## src/rtl/pipe_skid_reg.sv

```systemverilog
// pipe_skid_reg: valid/ready pipeline register between two pipeline stages.
// SKID=0 gives a single-entry register whose in_ready is combinational from
// out_ready. SKID=1 adds a second (skid) entry so in_ready can be registered,
// breaking the ready path between stages. Bubbles always present all-zero
// control so a stalled or empty stage never asserts RegWrite/MemWrite.
module pipe_skid_reg #(
    parameter int PAYLOAD_W = 101,
    parameter int CTRL_W    = 7,
    parameter int SKID      = 1
) (
    input  logic                 clk,
    input  logic                 reset,
    input  logic                 flush,
    input  logic                 in_valid,
    output logic                 in_ready,
    input  logic [PAYLOAD_W-1:0] in_payload,
    input  logic [CTRL_W-1:0]    in_ctrl,
    output logic                 out_valid,
    input  logic                 out_ready,
    output logic [PAYLOAD_W-1:0] out_payload,
    output logic [CTRL_W-1:0]    out_ctrl,
    output logic [1:0]           count
);

    // Head entry: the one currently presented downstream.
    logic                 head_valid;
    logic [PAYLOAD_W-1:0] head_payload;
    logic [CTRL_W-1:0]    head_ctrl;

    assign out_valid   = head_valid;
    assign out_payload = head_payload;
    assign out_ctrl    = head_valid ? head_ctrl : '0;

    generate
        if (SKID != 0) begin : g_skid
            // Skid entry only ever holds data while the head is stalled, so
            // skid_valid implies head_valid. ready_q mirrors !skid_valid but
            // as its own flop, keeping out_ready off the in_ready path.
            logic                 skid_valid;
            logic [PAYLOAD_W-1:0] skid_payload;
            logic [CTRL_W-1:0]    skid_ctrl;
            logic                 ready_q;

            // Head/skid update: skid drains to head on release, new entries
            // go to head when it is free or leaving, otherwise into skid.
            always_ff @(posedge clk or posedge reset) begin
                if (reset) begin
                    head_valid   <= 1'b0;
                    head_payload <= '0;
                    head_ctrl    <= '0;
                    skid_valid   <= 1'b0;
                    skid_payload <= '0;
                    skid_ctrl    <= '0;
                    ready_q      <= 1'b1;
                end else if (flush) begin
                    head_valid <= 1'b0;
                    skid_valid <= 1'b0;
                    ready_q    <= 1'b1;
                end else if (skid_valid) begin
                    if (out_ready) begin
                        head_payload <= skid_payload;
                        head_ctrl    <= skid_ctrl;
                        skid_valid   <= 1'b0;
                        ready_q      <= 1'b1;
                    end
                end else if (in_valid && ready_q) begin
                    if (!head_valid || out_ready) begin
                        head_valid   <= 1'b1;
                        head_payload <= in_payload;
                        head_ctrl    <= in_ctrl;
                    end else begin
                        skid_valid   <= 1'b1;
                        skid_payload <= in_payload;
                        skid_ctrl    <= in_ctrl;
                        ready_q      <= 1'b0;
                    end
                end else if (out_ready) begin
                    head_valid <= 1'b0;
                end
            end

            assign in_ready = ready_q;
            assign count    = {1'b0, head_valid} + {1'b0, skid_valid};
        end else begin : g_reg
            // Single entry: load on accept (which also covers replace on a
            // simultaneous release), otherwise empty on release.
            always_ff @(posedge clk or posedge reset) begin
                if (reset) begin
                    head_valid   <= 1'b0;
                    head_payload <= '0;
                    head_ctrl    <= '0;
                end else if (flush) begin
                    head_valid <= 1'b0;
                end else if (in_valid && in_ready) begin
                    head_valid   <= 1'b1;
                    head_payload <= in_payload;
                    head_ctrl    <= in_ctrl;
                end else if (out_ready) begin
                    head_valid <= 1'b0;
                end
            end

            assign in_ready = out_ready || !head_valid;
            assign count    = {1'b0, head_valid};
        end
    endgenerate

endmodule

```

## config.mk

```make
export PLATFORM = sky130hd
export DESIGN_NAME = pipe_skid_reg
export DESIGN_NICKNAME = d
export VERILOG_FILES = /design/src/rtl/pipe_skid_reg.sv
export SDC_FILE = /design/constraint.sdc
export NUM_CORES = 1
export LEC_CHECK = 0
export CORE_MARGIN = 3
export CORE_UTILIZATION = 30
export DETAILED_ROUTE_END_ITERATION = 7
export GPL_TIMING_DRIVEN = 0
export SLEW_MARGIN = 20
export SYNTH_ARGS = -nofsm -noshare
export SYNTH_HDL_FRONTEND = slang
export SYNTH_SLANG_ARGS = --single-unit
```

## constraint.sdc

```tcl
create_clock -name clk -period 21.3 [get_ports clk]
set_input_delay 5.325 -clock clk [delete_from_list [all_inputs] [get_ports clk]]
set_output_delay 5.325 -clock clk [all_outputs]
set_load 0.02 [all_outputs]
```

; ---- Yosys cells after proc, flatten, opt, wreduce, memory -nomap -nowiden
; Index checks and enable logic that the tools add are counted.
[op_classes]
add_sub_neg = 1
eq_ne = 5
mux = 24
n_bitwise = 3
n_reduce_logical = 11
[op_table]
columns = op, count
row1 = 101-bit two-way mux, 4
row2 = 7-bit two-way mux, 5
row3 = 1-bit two-way mux, 15
row4 = 4-bit AND reduction, 2
row5 = "3-bit inequality test, second input constant", 2
row6 = 3-bit AND reduction, 2
row7 = 3-bit nonzero test, 2
row8 = "2-bit inequality test, second input constant", 2
row9 = 2-bit nonzero test, 2
row10 = "3-bit by 2-bit inequality test with 1-bit output, second input constant", 1
row11 = 1-bit inverter, 3
row12 = 1-bit by 1-bit adder with 2-bit output, 1
row13 = 1-bit logical AND, 1
row14 = 1-bit logical NOT, 1
row15 = 1-bit logical OR, 1
[word_totals]
register_bits = 219
inputBits = 113
out_inout_bits = 112
wordCells = 51

; ---- Depth between registers and ports, before layout
[logic_depth]
ltp_word = 6
mapped_depth = 6
depth_no_buf = 3

; ---- Worst setup path after synthesis
; No wires, ideal clock.
[synth_path]
path_kind = input to register
startpoint = input in_valid
endpoint = register head_payload[0], in the netlist out_payload[0]
setup_ns = 0.125
arrival_ns = 6.448
required_ns = 21.175
slack_ns = 14.728
cell_stages = 5
path_buffers = 2
cell_sequence = a21oi_1 -> a211oi_2 -> buf_4 -> buf_6 -> mux2_2
[synth_between]
elab_chain_cells = 3
[synth_lines]
columns = element, line_no
row1 = start: declaration, 14  ; input logic in_valid,
row2 = 1-bit logical AND, 66  ; end else if (in_valid && ready_q) begin
row3 = 2-bit nonzero test (no line), --
row4 = 4-bit AND reduction (no line), --
row5 = end signal: assignment, 61  ; head_payload <= skid_payload;
row6 = end signal: assignment, 69  ; head_payload <= in_payload;
row7 = end: declaration, 27  ; logic [PAYLOAD_W-1:0] head_payload;
; No other way between the ends.
; A chain may end at the register's enable or synchronous reset.

; ---- Worst setup path in the final report
[layout_path]
startpoint = register head_valid, in the netlist out_valid
endpoint = output out_ctrl[2]
[layout_between]
elab_chain_cells = 1
[layout_lines]
columns = element, line_no
row1 = start: declaration, 26  ; logic head_valid;
row2 = start signal: assignment, 48  ; head_valid <= 1'b0;
row3 = start signal: assignment, 56  ; head_valid <= 1'b0;
row4 = start signal: assignment, 68  ; head_valid <= 1'b1;
row5 = 7-bit two-way mux, 32  ; assign out_ctrl = head_valid ? head_ctrl : '0;
row6 = end: declaration, 21  ; output logic [CTRL_W-1:0] out_ctrl,
; No other way between the ends.

==> impl_metrics.prom <==
# TYPE chip_impl_metric gauge
chip_impl_metric{name="fp.dieH",unit="µm"} 183
chip_impl_metric{name="vias_in_the_first_global_route",unit=""} 6263
chip_impl_info{name="critical_path_class",value="flip-flop to primary output"} 1
chip_impl_metric{name="synthCells",unit=""} 602
chip_impl_metric{name="routability_congestion",unit=""} 0.693
chip_impl_metric{name="setup_viol",unit=""} 0
chip_impl_info{name="most_common_cell_after_layout_fill_and_taps_aside",value="sky130_fd_sc_hd__mux2_2"} 1
chip_impl_metric{name="io_buffer_count",unit=""} 224
chip_impl_metric{name="power_leakage",unit="nW"} 5.45
chip_impl_metric{name="via_per_inst",unit=""} 4.54
chip_impl_info{name="timing.critical_path.from_type",value="flip-flop"} 1
chip_impl_metric{name="fin_worst_hold_slack",unit="ns"} 0.488
chip_impl_info{name="r2r_start",value="g_skid.skid_valid$_DFF_PP0_"} 1
chip_impl_metric{name="area_growth_syn_to_layout",unit="%"} 39.1
chip_impl_metric{name="final-hold-violation-count",unit=""} 0
chip_impl_metric{name="grt.overflow.total",unit=""} 0
chip_impl_metric{name="final_period_minus_worst_setup_slack",unit="ns"} 7.46
chip_impl_info{name="mostFrequentLayoutCells",value="sky130_fd_sc_hd__mux2_2 (313), sky130_fd_sc_hd__clkdlybuf4s50_1 (224), sky130_fd_sc_hd__dfrtp_1 (218)"} 1
chip_impl_metric{name="post_synth.cell_area_avg",unit="µm²"} 15.7
chip_impl_metric{name="portion_of_synthesized_cell_area_occupied_by_the_leading_cell_type",unit="%"} 57.7
chip_impl_metric{name="grt_first_pass_wirelength",unit="mm"} 36.1
chip_impl_metric{name="crit_arrival",unit="ns"} 2.13
chip_impl_metric{name="buffer_depth_of_the_longest_clock_path",unit=""} 3
chip_impl_metric{name="drt_first_iter_violations",unit=""} 158
chip_impl_metric{name="slew_violations",unit=""} 0
chip_impl_metric{name="drtPass1Iterations",unit=""} 4
chip_impl_metric{name="fraction_of_the_cycle_the_final_worst_path_needs",unit="%"} 35.0
chip_impl_metric{name="core.rowCount",unit=""} 64
chip_impl_metric{name="drc",unit=""} 0
chip_impl_metric{name="cts_post_setup_buffers_inserted",unit=""} 0
chip_impl_metric{name="maximum_number_of_pins_on_one_net_before_global_route_repair",unit=""} 83
chip_impl_metric{name="worst_ep_required_time",unit="ns"} 15.98
chip_impl_metric{name="synth_seq_area_share",unit="%"} 58.0
chip_impl_metric{name="synth.distinct_cells",unit=""} 21
chip_impl_metric{name="grt_antenna_before_repair",unit=""} 1
chip_impl_info{name="worst_hold_path_type",value="flip-flop to flip-flop"} 1
chip_impl_metric{name="power_per_cell_area",unit="nW/µm²"} 101
chip_impl_info{name="setup.worst_path.start",value="out_valid$_DFFE_PP0P_"} 1
chip_impl_metric{name="synth_nets",unit=""} 716
chip_impl_metric{name="clkSlewWorstSetupHoldPaths",unit="ns"} 0.06
chip_impl_metric{name="antenna_cells",unit=""} 0
chip_impl_metric{name="floorplan.initialDensity",unit="%"} 30.6
chip_impl_info{name="netlist_top_cells_area",value="sky130_fd_sc_hd__dfrtp_1 (58%), sky130_fd_sc_hd__mux2_2 (37%), sky130_fd_sc_hd__mux2_1 (1.3%)"} 1
chip_impl_metric{name="timing.max_cap.violations",unit=""} 0
chip_impl_metric{name="max-slew-margin-rel",unit="%"} 48.6
chip_impl_info{name="synth.largest_area_cell",value="sky130_fd_sc_hd__dfrtp_1"} 1
chip_impl_info{name="setup_repair_after_global_routing_missed_its_margin",value="false"} 1
chip_impl_info{name="hold_path_startpoint",value="out_payload[8]$_DFFE_PP0P_"} 1
chip_impl_metric{name="post_route_wl",unit="mm"} 22.7
chip_impl_metric{name="boundaryPins",unit=""} 225
chip_impl_metric{name="routed-via-count",unit=""} 5765
chip_impl_metric{name="htreeDepth",unit=""} 1
chip_impl_info{name="status",value="finished clean"} 1
chip_impl_metric{name="die_area",unit="µm²"} 33700
chip_impl_metric{name="drive_gt1_share",unit="%"} 42.9
chip_impl_metric{name="maxClockFrequency",unit="MHz"} 134
chip_impl_metric{name="grtUsageTotal",unit="%"} 13.4
chip_impl_metric{name="cts-resized-gates",unit=""} 0
chip_impl_metric{name="synth.ff_latch_count",unit=""} 219
chip_impl_metric{name="critical_path_peak_fanout",unit=""} 10
chip_impl_metric{name="core_region_area",unit="µm²"} 30800
chip_impl_metric{name="place.detailed.hpwl",unit="mm"} 15.9
chip_impl_metric{name="clkSinkCount",unit=""} 219
chip_impl_metric{name="power.total",unit="W"} 0.00133
chip_impl_metric{name="worst_clock_skew",unit="ns"} 0.00735
chip_impl_metric{name="antenna_violating_nets_post_route",unit=""} 0
chip_impl_metric{name="syn-cell-area",unit="µm²"} 9450
chip_impl_metric{name="max-vdd-ir-drop",unit="V"} 0.0000549
chip_impl_metric{name="fillers",unit=""} 2837
chip_impl_info{name="endpoint_class_of_the_critical_path",value="primary output"} 1
chip_impl_metric{name="clk-insertion-delay-late",unit="ns"} 0.52
chip_impl_metric{name="totalNegativeSetupSlack",unit="ns"} 0
chip_impl_metric{name="hold_buffers",unit=""} 0
chip_impl_metric{name="tightestPinTransition",unit="ns"} 0.768
chip_impl_metric{name="syn_warnings",unit=""} 0
chip_impl_metric{name="nNetsFinal",unit=""} 970
chip_impl_metric{name="die_width",unit="µm"} 183
chip_impl_info{name="clockRootBuffer",value="sky130_fd_sc_hd__clkbuf_16"} 1
chip_impl_info{name="tritoncts",value="done"} 1
chip_impl_metric{name="routed_wire_length_per_instance",unit="µm"} 17.9
chip_impl_metric{name="tritoncts.num_buffers",unit=""} 26
[sequential cells by signal (all words and copies together) (netlist names)]
| name | cells |
|---|---|
| g_skid.skid_valid | 1 |
| in_ready | 1 |
| out_valid | 1 |
| g_skid.skid_payload | 101 |
| out_payload | 101 |
| g_skid.skid_ctrl | 7 |
| head_ctrl | 7 |
[layout make-up]
type	instances	area (µm²)	share of cell area, %
timing repair buffer	226	2300	17.5
clock buffer	41	828	6.30
multi-input combinational	345	3800	28.9
tap	396	495	3.77
clock inverter	5	56.3	0.428
sequential	219	5480	41.7
buffer	36	169	1.29
inverter	2	15.0	0.114
[power breakdown]
part           switching (W)  internal (W)  leakage (nW)
sequential         0.0000478      0.000520          2.64
combinational       0.000133      0.000185          2.37
clock               0.000169      0.000277         0.436
total               0.000351      0.000981          5.45
[synthesized netlist by cell type (all sizes together)]
library cell  number
a211oi             1
and2               7
ha                 1
buf               15
dfstp              1
mux2             324
nand4              1
inv                2
o21bai             1
nor3               2
a31oi              1
nor4bb             1
clkbuf            21
or2                1
dfrtp            218
nand3b             1
a21oi              3
o21ai              1
[critical path, stage by stage, from the launching register on]
cell and delay (ns):
sky130_fd_sc_hd__dfrtp_1 0.44, sky130_fd_sc_hd__clkbuf_1 0.35, sky130_fd_sc_hd__and2_1 0.19, sky130_fd_sc_hd__clkdlybuf4s50_1 0.64
[metrics by stage]
stage | utilization [%] | instance area (µm²) | instances | worst slack [ns]
global route | 42.6 | 13100 | 1270 | 13.72
global placement | 39.5 | 12200 | 1222 | 6.44
finish | 42.6 | 13100 | 1270 | 13.84
detailed placement | 39.7 | 12200 | 1224 | 13.25
floorplan | - | 9450 | 602 | 9.98
CTS | 42.6 | 13100 | 1270 | 13.78
[final timing paths]
path                            depth (start not counted)  slack (ns)                                   to
worst max-delay path                                    3       13.84                          out_ctrl[2]
worst min-delay path                                    1        0.49           out_payload[8]$_DFFE_PP0P_
worst max register to register                          6       18.75  g_skid.skid_payload[54]$_DFFE_PP0P_
worst min register to register                          1        0.49           out_payload[8]$_DFFE_PP0P_
max in group asynchronous                               3       15.27          out_payload[47]$_DFFE_PP0P_
min in group asynchronous                               2        5.25          out_payload[12]$_DFFE_PP0P_
[logic make-up (layout without fill, tap and decap cells)]
family          after synthesis  after routing  share of synthesized area [%]
compound gates                7              7                          0.490
buf+inv                      38            310                           1.87
fa+ha+maj                     1              1                          0.132
simple gates                 13             13                          0.887
flops                       219            219                           58.0
mux                         324            324                           38.6
[routing by layer]
metal / up-vias / share of wire, % / global-route usage (%) / wire [µm]
met5: - / 0.031 / 0 / 7
met4: 2 / 1.5 / 2.74 / 343
met3: 30 / 6.9 / 4.06 / 1570
met2: 139 / 47 / 21.7 / 10700
met1: 2908 / 45 / 17.9 / 10100
li1: 2686 / - / - / -
Power figures use the tool's default switching activity.
==> variant (same settings) <==
Reset style: synchronous (`reset`), changed in 2 clocked blocks.
--- a/src/rtl/pipe_skid_reg.sv
+++ b/src/rtl/pipe_skid_reg.sv
@@ -43,7 +43,7 @@
 
             // Head/skid update: skid drains to head on release, new entries
             // go to head when it is free or leaving, otherwise into skid.
-            always_ff @(posedge clk or posedge reset) begin
+            always_ff @(posedge clk) begin
                 if (reset) begin
                     head_valid   <= 1'b0;
                     head_payload <= '0;
@@ -84,7 +84,7 @@
         end else begin : g_reg
             // Single entry: load on accept (which also covers replace on a
             // simultaneous release), otherwise empty on release.
-            always_ff @(posedge clk or posedge reset) begin
+            always_ff @(posedge clk) begin
                 if (reset) begin
                     head_valid   <= 1'b0;
                     head_payload <= '0;
Behaviour: not the same (Yosys sat finds a counterexample within 4 cycles, from zero or initial values and one cycle with reset high; the reset may be asserted at any time).
==> variant against the unedited design <==
- cell area rose by 2.7%
- sequential cell count did not move
- synthesized area rose by 5.4%
- non-clock buffer count rose by 127
- sequential share of layout area fell by 9.2 points
- routed wire length rose by 66%
- setup slack got worse by 16 ps
- critical path type unchanged
- largest cell class is now multi-input combinational cells
Power is not compared: it rests on default switching activity, and its combinational part moved more than twofold at a synthesized area within 25%.
==> variant: results (changes against the unedited design) <==
non-clk buf share 0.222 (was 0.188); buffers outside the clock class 389 (was 262); clock slew at reported path FFs 60 ps (about the same); Final nets 1531 (was 970); worst vdd ir 0.0507 mV; register area 0.00438 mm^2 (was 0.00548 mm^2); CP peak stage delay ~630 ps; share of cells above drive strength 1 0.0767 (was 0.429); Post-Synth XOR/XNOR Area 0 (unchanged); worst r2r path cells 5 (was 6); Arr. time, crit path 2150 ps (was 2130 ps); GR Util met3 0.0307 (was 0.0406); input/output buffers 221 (was 224); largest net degree at the start of global routing 13 (was 83); area share of fa/ha/maj cells after synthesis 0.00126 (was 0.00132); clk_lat worst skew 530 ps; drt first pass iters 5 (was 4); ys async rst share 0 (was 1.00); routability cong. 0.833 (was 0.693); clock buffer depth 3 (unchanged); post-synthesis sequential area ratio 0.440 (was 0.580); CTS H-tree lvls 1 (unchanged); Switch Pwr 274 uW; number of cells produced by synthesis 1169 (was 602); starting DRC count in detailed routing 823 (was 158); syn nets 1283 (was 716); Relative slew margins 0.382 (was 0.486); fillers 3279 (was 2837); Synth warnings 0 (unchanged); family with the most delay on the worst path buffers and inverters (unchanged); Synth top cells by count 219 x dfxtp_1, 193 x o21ai_0, 110 x a21oi_1, 109 x a31oi_1, 109 x o21bai_1 (was 313 x mux2_2, 218 x dfrtp_1, 21 x clkbuf_1, 12 x buf_2, 11 x mux2_1); area of the multi-input gates 0.00477 mm^2 (was 0.00380 mm^2); grt met2 use 0.332 (was 0.217); via/cell ratio 5.58 (was 4.54); Cells after DPL 1832 (was 1224); Clock-cell share 0.0573 (was 0.0673); Synth cell types 27 (was 21); Worst Clk Skew 6.09 ps (was 7.35 ps); total CTS buffers 25 (was 26); Synth area leaders dfxtp_1 44%, o21ai_0 9.7%, a311oi_1 9.5% (was dfrtp_1 58%, mux2_2 37%, mux2_1 1.3%); multiplexer share of the synthesized area 0 (was 0.386); Lkg Pwr 4.21 nW; status completed (unchanged); root cell of the clock tree clkbuf_16 (unchanged); comb_multi_in 780 (was 345); WHS Path Cells 2 (was 1); vias post-DR 10500 (was 5765); met1 Track Usage GR 0.272 (was 0.179); Compound-Gate Fraction of Synth Area 0.412 (was 0.00490); wire length of the first global-routing pass 58400 um (was 36100 um); GRT Total Usage 0.203 (was 0.134); Slowest cell on crit path clkdlybuf4s50_1 (unchanged); Detailed Place HPWL 26000 um (was 15900 um); leading register cell type out of synthesis dfxtp_1 (was dfrtp_1); initial antenna violation count 2 (was 1); n_diodes 2 (was 0); CLK BUF 38 (was 41); post-DR wirelength/cell 20.1 um (was 17.9 um)
[variant: path summary, 6_finish.rpt]
| kind | from | to | slack, ps |
|---|---|---|---|
| setup / recovery | out_valid$_SDFFE_PP0P_ | out_ctrl[2] | 13830 |
| setup reg to reg | out_valid$_SDFFE_PP0P_ | out_payload[42]$_SDFFE_PP0P_ | 19060 |
| hold reg to reg | g_skid.skid_payload[33]$_SDFFE_PP0P_ | g_skid.skid_payload[33]$_SDFFE_PP0P_ | 470 |
| hold / removal | g_skid.skid_payload[33]$_SDFFE_PP0P_ | g_skid.skid_payload[33]$_SDFFE_PP0P_ | 470 |
[variant: metal layers]
| metal | vias to the layer above | part of all wire |
|---|---|---|
| li1 | 5000 | - |
| met1 | 4973 | 0.43 |
| met2 | 424 | 0.47 |
| met3 | 78 | 0.069 |
| met4 | 2 | 0.035 |
| met5 | - | 0.00032 |
[variant: per-stage QoR]
stage | power [mW] | hold slack, ps | setup WS, ps | instance area [um^2]
2_1_floorplan | 0.521 | 451 | 14900 | 9960
3_3_place_gp | 0.601 | 458 | 13510 | 12700
3_5_place_dp | 0.602 | 464 | 13530 | 12700
4_1_cts | 1.02 | 471 | 13790 | 13500
5_1_grt | 1.05 | 485 | 13750 | 13500
6_report | 1.01 | 470 | 13830 | 13500
[variant: cells by family after synthesis]
| kind of cell | Yosys count |
|---|---|
| compound gates | 655 |
| flops | 219 |
| buf+inv | 170 |
| simple gates | 124 |
| fa+ha+maj | 1 |
[variant: power by group through the flow]
stage                     registers (mW)  clock network (mW)  logic [mW]
after CTS                          0.436               0.427       0.158
after floorplan                    0.459                   0      0.0625
after global placement             0.445                   0       0.157
final                              0.436               0.416       0.158
after detailed placement           0.445                   0       0.157
after global routing               0.438               0.441       0.169
